### config.mk
export PLATFORM = sky130hd
export DESIGN_NAME = display_shift_driver
export DESIGN_NICKNAME = d
export VERILOG_FILES = /design/src/rtl/display_pkg.sv /design/src/rtl/display_shift_driver_clk_div.sv /design/src/rtl/display_shift_driver.sv
export SDC_FILE = /design/constraint.sdc
export NUM_CORES = 1
export LEC_CHECK = 0
export ABC_AREA = 1
export CORE_MARGIN = 2
export CORE_UTILIZATION = 25
export CTS_BUF_LIST = sky130_fd_sc_hd__clkbuf_8
export DETAILED_ROUTE_END_ITERATION = 12
export HOLD_SLACK_MARGIN = 0.08
export PLACE_DENSITY = 0.48
export SETUP_SLACK_MARGIN = 0.3
export SYNTH_ARGS = -nofsm -noshare
export SYNTH_HDL_FRONTEND = slang
export SYNTH_SLANG_ARGS = --single-unit
### constraint.sdc
create_clock -name clock -period 5.1 [get_ports clock]
set_input_delay 0.51 -clock clock [delete_from_list [all_inputs] [get_ports clock]]
set_output_delay 0.51 -clock clock [all_outputs]
set_load 0.005 [all_outputs]
### src/rtl/display_pkg.sv
// Shared types and constants for the serial display driver.
package display_pkg;
  localparam int FRAME_BITS      = 160;
  localparam int CLK_DIV_DEFAULT = 4;

  typedef enum logic [1:0] {
    IDLE,
    SETUP,
    SHIFT,
    LATCH
  } state_t;
endpackage

### src/rtl/display_shift_driver_clk_div.sv
// Serial-clock half-period tick: one-cycle pulse every CLK_DIV cycles, sync clear to zero.
// Latency: tick asserted combinationally on the terminal count; no backpressure.
module display_clk_div
  import display_pkg::*;
#(
  parameter int CLK_DIV = CLK_DIV_DEFAULT
) (
  input  logic clock,
  input  logic reset,
  input  logic clr,
  output logic tick
);

  logic [7:0] cnt_q, cnt_d;

  assign tick = (cnt_q == 8'(CLK_DIV - 1));

  always_comb begin
    cnt_d = cnt_q + 8'd1;
    if (clr || tick) cnt_d = '0;
  end

  always_ff @(posedge clock) begin
    if (reset) cnt_q <= '0;
    else       cnt_q <= cnt_d;
  end

endmodule

### src/rtl/display_shift_driver.sv
// Snapshots {sevseg, screen} and shifts the 160-bit frame MSB-first, 322*CLK_DIV cycles per frame.
// Requests while busy coalesce into one back-to-back frame; DISPLAY_AUTO_REFRESH_EN adds a periodic self-update.
module display_shift_driver
  import display_pkg::*;
#(
  parameter int CLK_DIV        = CLK_DIV_DEFAULT,
  parameter int REFRESH_PERIOD = 50000000
) (
  input  logic         clock,
  input  logic         reset,
  input  logic [127:0] screen_data,
  input  logic [31:0]  sevseg_data,
  input  logic         update,
  output logic         ser_clk,
  output logic         ser_data,
  output logic         ser_cs_n,
  output logic         ser_latch,
  output logic         busy,
  output logic [15:0]  frame_count
);

  state_t                state_q, state_d;
  logic [FRAME_BITS-1:0] frame_q, frame_d;
  logic [7:0]            bit_cnt_q, bit_cnt_d;
  logic                  phase_q, phase_d;
  logic                  pending_q, pending_d;
  logic [15:0]           frame_count_q, frame_count_d;
  logic                  tick;
  logic                  req;

`ifdef DISPLAY_AUTO_REFRESH_EN
  logic [31:0] refresh_cnt_q, refresh_cnt_d;
  logic        auto_upd;

  assign auto_upd = (refresh_cnt_q == 32'(REFRESH_PERIOD - 1));
  assign req      = update | auto_upd;

  always_comb begin
    refresh_cnt_d = refresh_cnt_q + 32'd1;
    if (auto_upd) refresh_cnt_d = '0;
  end

  always_ff @(posedge clock) begin
    if (reset) refresh_cnt_q <= '0;
    else       refresh_cnt_q <= refresh_cnt_d;
  end
`else
  assign req = update;
`endif

  // Divider is held at zero in IDLE so every frame starts phase-aligned.
  display_clk_div #(.CLK_DIV(CLK_DIV)) u_clk_div (
    .clock (clock),
    .reset (reset),
    .clr   (state_q == IDLE),
    .tick  (tick)
  );

  always_comb begin
    state_d       = state_q;
    frame_d       = frame_q;
    bit_cnt_d     = bit_cnt_q;
    phase_d       = phase_q;
    pending_d     = pending_q;
    frame_count_d = frame_count_q;

    if (state_q != IDLE && req) pending_d = 1'b1;

    case (state_q)
      IDLE: begin
        if (req) begin
          frame_d   = {sevseg_data, screen_data};
          bit_cnt_d = '0;
          phase_d   = 1'b0;
          state_d   = SETUP;
        end
      end
      SETUP: begin
        if (tick) state_d = SHIFT;
      end
      SHIFT: begin
        if (tick) begin
          if (!phase_q) begin
            phase_d = 1'b1;
          end else begin
            phase_d = 1'b0;
            frame_d = {frame_q[FRAME_BITS-2:0], 1'b0};
            if (bit_cnt_q == 8'(FRAME_BITS - 1)) state_d = LATCH;
            else                                 bit_cnt_d = bit_cnt_q + 8'd1;
          end
        end
      end
      LATCH: begin
        if (tick) begin
          frame_count_d = frame_count_q + 16'd1;
          // A request arriving on the final latch cycle also counts as pending.
          if (pending_q || req) begin
            pending_d = 1'b0;
            frame_d   = {sevseg_data, screen_data};
            bit_cnt_d = '0;
            phase_d   = 1'b0;
            state_d   = SETUP;
          end else begin
            state_d = IDLE;
          end
        end
      end
      default: state_d = IDLE;
    endcase
  end

  always_ff @(posedge clock) begin
    if (reset) begin
      state_q       <= IDLE;
      frame_q       <= '0;
      bit_cnt_q     <= '0;
      phase_q       <= 1'b0;
      pending_q     <= 1'b0;
      frame_count_q <= '0;
    end else begin
      state_q       <= state_d;
      frame_q       <= frame_d;
      bit_cnt_q     <= bit_cnt_d;
      phase_q       <= phase_d;
      pending_q     <= pending_d;
      frame_count_q <= frame_count_d;
    end
  end

  assign ser_cs_n    = (state_q == IDLE) || (state_q == LATCH);
  assign ser_clk     = (state_q == SHIFT) && phase_q;
  assign ser_data    = ((state_q == SETUP) || (state_q == SHIFT)) ? frame_q[FRAME_BITS-1] : 1'b0;
  assign ser_latch   = (state_q == LATCH);
  assign busy        = (state_q != IDLE);
  assign frame_count = frame_count_q;

endmodule

==> results of run 1 <==
## cells in the final DEF (no fill, tap or decap), types with 2 or more instances in the layout
master / n
nand3_1: 17
a31oi_1: 2
buf_4: 5
clkdlybuf4s50_1: 183
clkinvlp_4: 2
a21oi_1: 24
o21ai_0: 11
nand4_1: 3
inv_2: 4
clkinv_2: 2
inv_1: 43
buf_12: 3
mux2i_1: 159
nor2_2: 9
inv_6: 8
nor2_1: 362
nor3_1: 9
nor3b_1: 4
nand2_1: 389
dfxtp_1: 196
ha_1: 6
nor4_1: 2
clkbuf_8: 18
xor2_1: 4
## sequential cells by signal, indices dropped and copies added (netlist names)
register,cells
pending_q,1
phase_q,1
state_q,2
frame_count,16
u_clk_div.cnt_q,8
bit_cnt_q,8
frame_q,160
## logic make-up after synthesis
| family | Yosys count |
|---|---|
| flip-flops | 196 |
| multiplexers | 159 |
| AO/OA/AOI/OAI | 41 |
| adder cells (fa/ha/maj) | 7 |
| AND/OR/NAND/NOR | 799 |
| XOR/XNOR | 4 |
| buffers and inverters | 121 |
## layout make-up
class,count,area share (%)
Sequential cell,196,32.5
Clock buffer,18,2.05
Inverter,47,1.50
Clock inverter,13,0.819
Tap cell,511,5.30
Antenna cell,1,0.0207
Multi-Input combinational cell,1010,41.8
Timing Repair Buffer,191,16.0
## stage by stage
stage / total power (µW) / util (%) / setup slack, ns / instances
after floorplan: 5680 / - / 3.33 / 1327
after global placement: 6140 / 31.1 / 2.36 / 1955
after detailed placement: 6190 / 31.1 / 2.34 / 1955
after CTS: 7190 / 32.0 / 2.54 / 1986
after global routing: 7870 / 32.0 / 2.47 / 1986
final: 7060 / 32.0 / 2.62 / 1987
## where the power goes
part | internal, µW | switching, µW
combinational | 1430 | 2180
sequential | 2180 | 315
clock | 356 | 605
total | 3960 | 3100
## how the worst max path moves through the flow
stage	end	slack (ns)	startpoint
2_1_floorplan	ser_clk	3.33	state_q[0]
3_3_place_gp	frame_q[19]	2.36	reset
4_1_cts	ser_data	2.54	state_q[1]
6_report	ser_data	2.62	state_q[1]
5_1_grt	frame_q[157]	2.47	state_q[0]
3_5_place_dp	frame_q[155]	2.34	reset
## worst reg2reg max path, cell delays in order (launching register included)
cell     delay [ns]
dfxtp_1        0.40
inv_1          0.13
ha_1           0.26
inv_1          0.12
nor2_1         0.05
inv_1          0.07
nand3_2        0.11
nor2_4         0.25
buf_12         0.39
nand2_1        0.29
nand2_1        0.09
nor2_1         0.04
## per-layer routing
| metal | global-route usage, % | share of wire (%) | up-vias |
|---|---|---|---|
| met5 | 0 | 0.064 | - |
| met3 | 3.34 | 5.5 | 23 |
| li1 | - | - | 4420 |
| met4 | 4.01 | 1.4 | 2 |
| met1 | 15.7 | 50 | 3564 |
| met2 | 18.4 | 43 | 141 |
==> metrics.cfg, run 1 <==
[placement]
io_buffers = 183
finalWeightedCongestion = 0.731
placed_cell_area_um2 = 11700
dpl.hpwl_um = 15300

[logic_synthesis]
yosys.area.top_type = dfxtp_1
syn_avg_cell_area_um2 = 7.22
syn-cell-area_um2 = 9580
synth.net_count = 1497
netlist.area_leader.share_pct = 41.0
synth_top_family_by_area = simple AND/OR/NAND/NOR gates
synth_compound_area_share_pct = 2.29
synth_common_cells = nand2_1 (389), nor2_1 (362), dfxtp_1 (196)
ys_top_cells_by_area = dfxtp_1 (41%), mux2i_1 (17%), nand2_1 (15%)
synth.distinct_cells = 30
yosys.area_share.simple_pct = 32.4
async_reset_ff_share_pct = 0
synth-main-ff-cell = dfxtp_1
synth_mux_area_share_pct = 16.6
ys_warn_count = 0
yosysSeqAreaShare_pct = 41.0
yosysMostFrequentCell = nand2_1
synthCells = 1327
synth_edf_count = 0
synth-seq-cells = 196
synth-xor-area-share_pct = 0.366
synthAdderAreaFrac_pct = 0.915

[worst_setup_path]
cpMaxStageDelayCell = clkdlybuf4s50_1
ff2ff_setup_slack_ns = 2.79
worst-setup-path-type = flop to primary output
crit_fanout = 5
rr_worst_depth = 11
worst_ep_arrival_time_ns = 1.97
path_depth = 5
timing.critical_path.mode_cell = inv_1
cp_top_family = buffers and inverters
crit_chain = inv_1 -> ha_1 -> nand2_1 -> inv_1 -> clkdlybuf4s50_1
timing.rr.start = state_q[0]
worst_r2r_endpoint = frame_q[147]
endpoint_kind = primary output
cp.required_ns = 4.59
cpPeakStageDelay_ns = 0.50
path_buf_inv = 3
start_kind = flop

[timing]
final_hold_viol_count = 0
worst_pin_slew_ns = 1.01
setup_tns_ns = 0
skew_ns = 0.0215
period_needed_ns = 2.48
max_freq_ghz = 0.404
setup_violations = 0
slew_headroom_pct = 33.0
grt_setup_unrepaired = no
drv_slew = 0
hold_ws_ns = 0.476
fin_crit_sh_pct = 48.6

[grt]
grt_pass1_vias = 7530
grt_overflow = 0
grt_pass1_wl_um = 37500
grt_max_degree = 134
grt_antenna_before_repair = 2
gr-usage-all-layers_pct = 11.8

[drt]
drt_wl_total_um = 23500
drc = 0
drtAntennaViolNets = 0
vias = 8150
dr.pass1.iters = 4
viasPerCell = 4.10
drt_iter0_drc = 330
wire_per_inst_um = 11.8

[floorplanning]
num_io_pins = 184
die_h_um = 200
die-area_um2 = 39900
die_w_um = 200
num_rows = 71
initial_utilization_pct = 25.4
core_area_um2 = 37700

[final_layout]
final_area_um2 = 12100
layout-drive-gt1-share_pct = 3.86
multiInputGateArea_um2 = 5050
sequential_cell_area_um2 = 3920
syn2layout_area_growth_pct = 26.0
fillers = 4175
nNetsFinal = 1633

[clock_tree]
cts.sinks = 196
htree_levels = 4
clock_path_buffers = 2
cts_setup_buffers = 0
postCtsResizedCells = 0
path_clk_slew_ns = 0.12
holdBufCountCts = 0
numCtsBuffers = 17
root_buffer = clkbuf_8
cts_tree = done
clock_latency_ns = 0.50

[min_path]
whs_path_depth = 1
hold_path.class = flop to flop
hp-start = u_clk_div.cnt_q[0]
whs_endpoint = u_clk_div.cnt_q[0]

[job]
maxCapViolCount = 0

[power]
pwr_density_cell_nw_per_um2 = 585
p_leak_uw = 0.00499
vdd_drop_max_uv = 643

[outcome]
status = completed

(Power assumes the default switching activity.)
==> inputs of run 2 (changes only) <==
--- a/config.mk
+++ b/config.mk
@@ -11,7 +11,7 @@
 export CTS_BUF_LIST = sky130_fd_sc_hd__clkbuf_8
 export DETAILED_ROUTE_END_ITERATION = 12
 export HOLD_SLACK_MARGIN = 0.08
-export PLACE_DENSITY = 0.48
+export PLACE_DENSITY = 0.5
 export SETUP_SLACK_MARGIN = 0.3
 export SYNTH_ARGS = -nofsm -noshare
 export SYNTH_HDL_FRONTEND = slang
==> constraint.sdc (replaced) <==
create_clock -name clock -period 2 [get_ports clock]
set_input_delay 0.2 -clock clock [delete_from_list [all_inputs] [get_ports clock]]
set_output_delay 0.2 -clock clock [all_outputs]
set_load 0.005 [all_outputs]
==> metrics.cfg, run 2 (synthesized netlist as in run 1, its figures left out) <==
[outcome]
status = completed

[timing]
drv_slew = 0  ; unchanged
slew_headroom_pct = 74.3  ; +41 points
final_hold_viol_count = 0  ; unchanged
setup_tns_ns = 0  ; unchanged
grt_setup_unrepaired = yes
period_needed_ns = 1.97
skew_ns = 0.0173  ; -0.00415 ns
max_freq_ghz = 0.507
setup_violations = 0  ; unchanged
worst_pin_slew_ns = 0.383  ; -0.623 ns
fin_crit_sh_pct = 98.7

[final_layout]
utilization_pct = 38.7  ; +6.7 points
multiInputGateArea_um2 = 5760  ; +14%
final_area_um2 = 14600  ; +21%
layout_common_cells = nor2_1 (312), nand2_1 (292), dfxtp_1 (183)
largest_reg_flops = 160  ; unchanged
fillers = 3907  ; -6.4%
layout-drive-gt1-share_pct = 22.2  ; +18 points
final_common_cell = nor2_1
syn2layout_area_growth_pct = 52.4
regMostFlops = frame_q
sequential_cell_area_um2 = 3940  ; +0.48%
nNetsFinal = 1737  ; +6.4%

[grt]
grt_pass1_vias = 8201  ; +8.9%
grt_max_degree = 63  ; -53%
grt_antenna_before_repair = 1  ; -1
grt_pass1_wl_um = 41700  ; +11%
gr-usage-all-layers_pct = 13.3  ; +1.5 points
grt_overflow = 0  ; unchanged

[drt]
drc = 0  ; unchanged
viasPerCell = 4.24  ; +3.5%
wire_per_inst_um = 13.4  ; +13%
drtAntennaViolNets = 0  ; unchanged
dr.pass1.iters = 6  ; +2
drt_wl_total_um = 28000  ; +19%
vias = 8877  ; +8.9%
drt_iter0_drc = 296  ; -10%

[clock_tree]
cts_tree = done
root_buffer = clkbuf_8
cts.sinks = 196  ; unchanged
clock_path_buffers = 2  ; unchanged
htree_levels = 4  ; unchanged
path_clk_slew_ns = 0.11  ; about the same
holdBufCountCts = 0  ; unchanged
clock_latency_ns = 0.49  ; about the same
numCtsBuffers = 17  ; unchanged

[job]
maxCapViolCount = 0  ; unchanged

[power]
p_leak_uw = 0.00607  ; +22%
vdd_drop_max_uv = 606  ; -5.8%
pwr_density_cell_nw_per_um2 = 1860  ; +220%
comb_power_share_pct = 66.0  ; +15 points
internal_power_uw = 16200  ; +310%
pwr-share-seq_pct = 24.0  ; -11 points
netSwitchingFraction_pct = 40.3  ; -3.6 points
clockPowerShare_pct = 10.0  ; -3.6 points
p_switching_uw = 10900  ; +250%

[worst_setup_path]
cp.required_ns = 2.40  ; -2.19 ns
worst_ep_arrival_time_ns = 2.37  ; +0.40 ns
worst-setup-path-type = flop to flop
crit_fanout = 8  ; +3
endpoint_kind = flop
start_kind = flop

[floorplanning]
core_area_um2 = 37700  ; unchanged
die_w_um = 200  ; unchanged
initial_utilization_pct = 25.4  ; unchanged
die-area_um2 = 39900  ; unchanged
num_rows = 71  ; unchanged
die_h_um = 200  ; unchanged
num_io_pins = 184  ; unchanged

[placement]
finalWeightedCongestion = 0.746  ; +2.1%
io_buffers = 183  ; unchanged
dpl.hpwl_um = 16900  ; +10%
placed_cell_area_um2 = 12200  ; +4.1%

[min_path]
hold_path.class = primary input to flop

-- run 2: changes by cell type in the layout (fill, tap and decap cells not counted), sizes merged --
cell and change:
clkdlybuf4s50 -5, inv -2, bufinv +2, clkbuf +15, buf +93, bufbuf +1
clkinvlp +1
-- run 2: layout make-up --
cell class                 count  share of cell area [%]
antenna                        1                  0.0171
inverter                      47                    1.32
multi-input combinational   1010                    39.5
clock inverter                14                    1.02
tap                          511                    4.38
timing repair buffer         295                    25.1
sequential                   196                    27.0
clock buffer                  18                    1.70
-- run 2: layer usage --
metal	part of all wire [%]	track usage, %	routed length (µm)	vias to the layer above
met5	0.046	0	13	-
met4	1.2	3.62	328	2
met3	4.1	2.89	1140	24
met2	46	21.3	12900	145
met1	49	18.0	13700	4047
li1	-	-	-	4659
-- run 2: timing repair --
action                                  CTS  global route
buffers inserted                         28             8
pin swaps                                29            56
endpoints found under the setup margin  183           193
resized for setup                       121           198
gates cloned                             13            14
-- run 2: final timing paths --
| check | slack [ns] | depth (start not counted) | endpoint | startpoint |
|---|---|---|---|---|
| setup reg to reg | 0.03 | 13 | frame_q[15] | state_q[1] |
| setup / recovery | 0.03 | 13 | frame_q[15] | state_q[1] |
| hold / removal | 0.32 | 3 | frame_q[0] | screen_data[0] |
| hold reg to reg | 0.47 | 2 | frame_q[0] | frame_q[0] |
-- run 2: stage by stage --
step	instances	hold WS [ns]	setup slack (ns)	total power, µW
after floorplan	1327	0.361	0.316	14500
final	2092	0.316	0.0261	27100
after CTS	2069	0.277	0.0524	24000
after global routing	2091	0.281	-0.0542	29300
after detailed placement	1996	0.455	-0.0265	17300
after global placement	1996	0.431	-0.00211	17100
-- run 2: critical path, stage by stage, from the launching register on --
cell       delay, ns
dfxtp_4         0.38
buf_6           0.12
ha_4            0.15
buf_8           0.12
o21ai_2         0.13
nand3_2         0.11
nor2_4          0.14
buf_12          0.15
buf_16          0.17
buf_12          0.12
clkbuf_16       0.13
nand2_1         0.04
nand2_1         0.05
nor2_1          0.04
-- run 2: power by group through the flow --
stage | registers (µW) | logic (µW) | clock network, µW
4_1_cts | 6410 | 14700 | 2870
2_1_floorplan | 6240 | 8240 | 0
5_1_grt | 6710 | 19600 | 3000
6_report | 6510 | 17900 | 2710
3_3_place_gp | 6420 | 10700 | 0
3_5_place_dp | 6470 | 10800 | 0
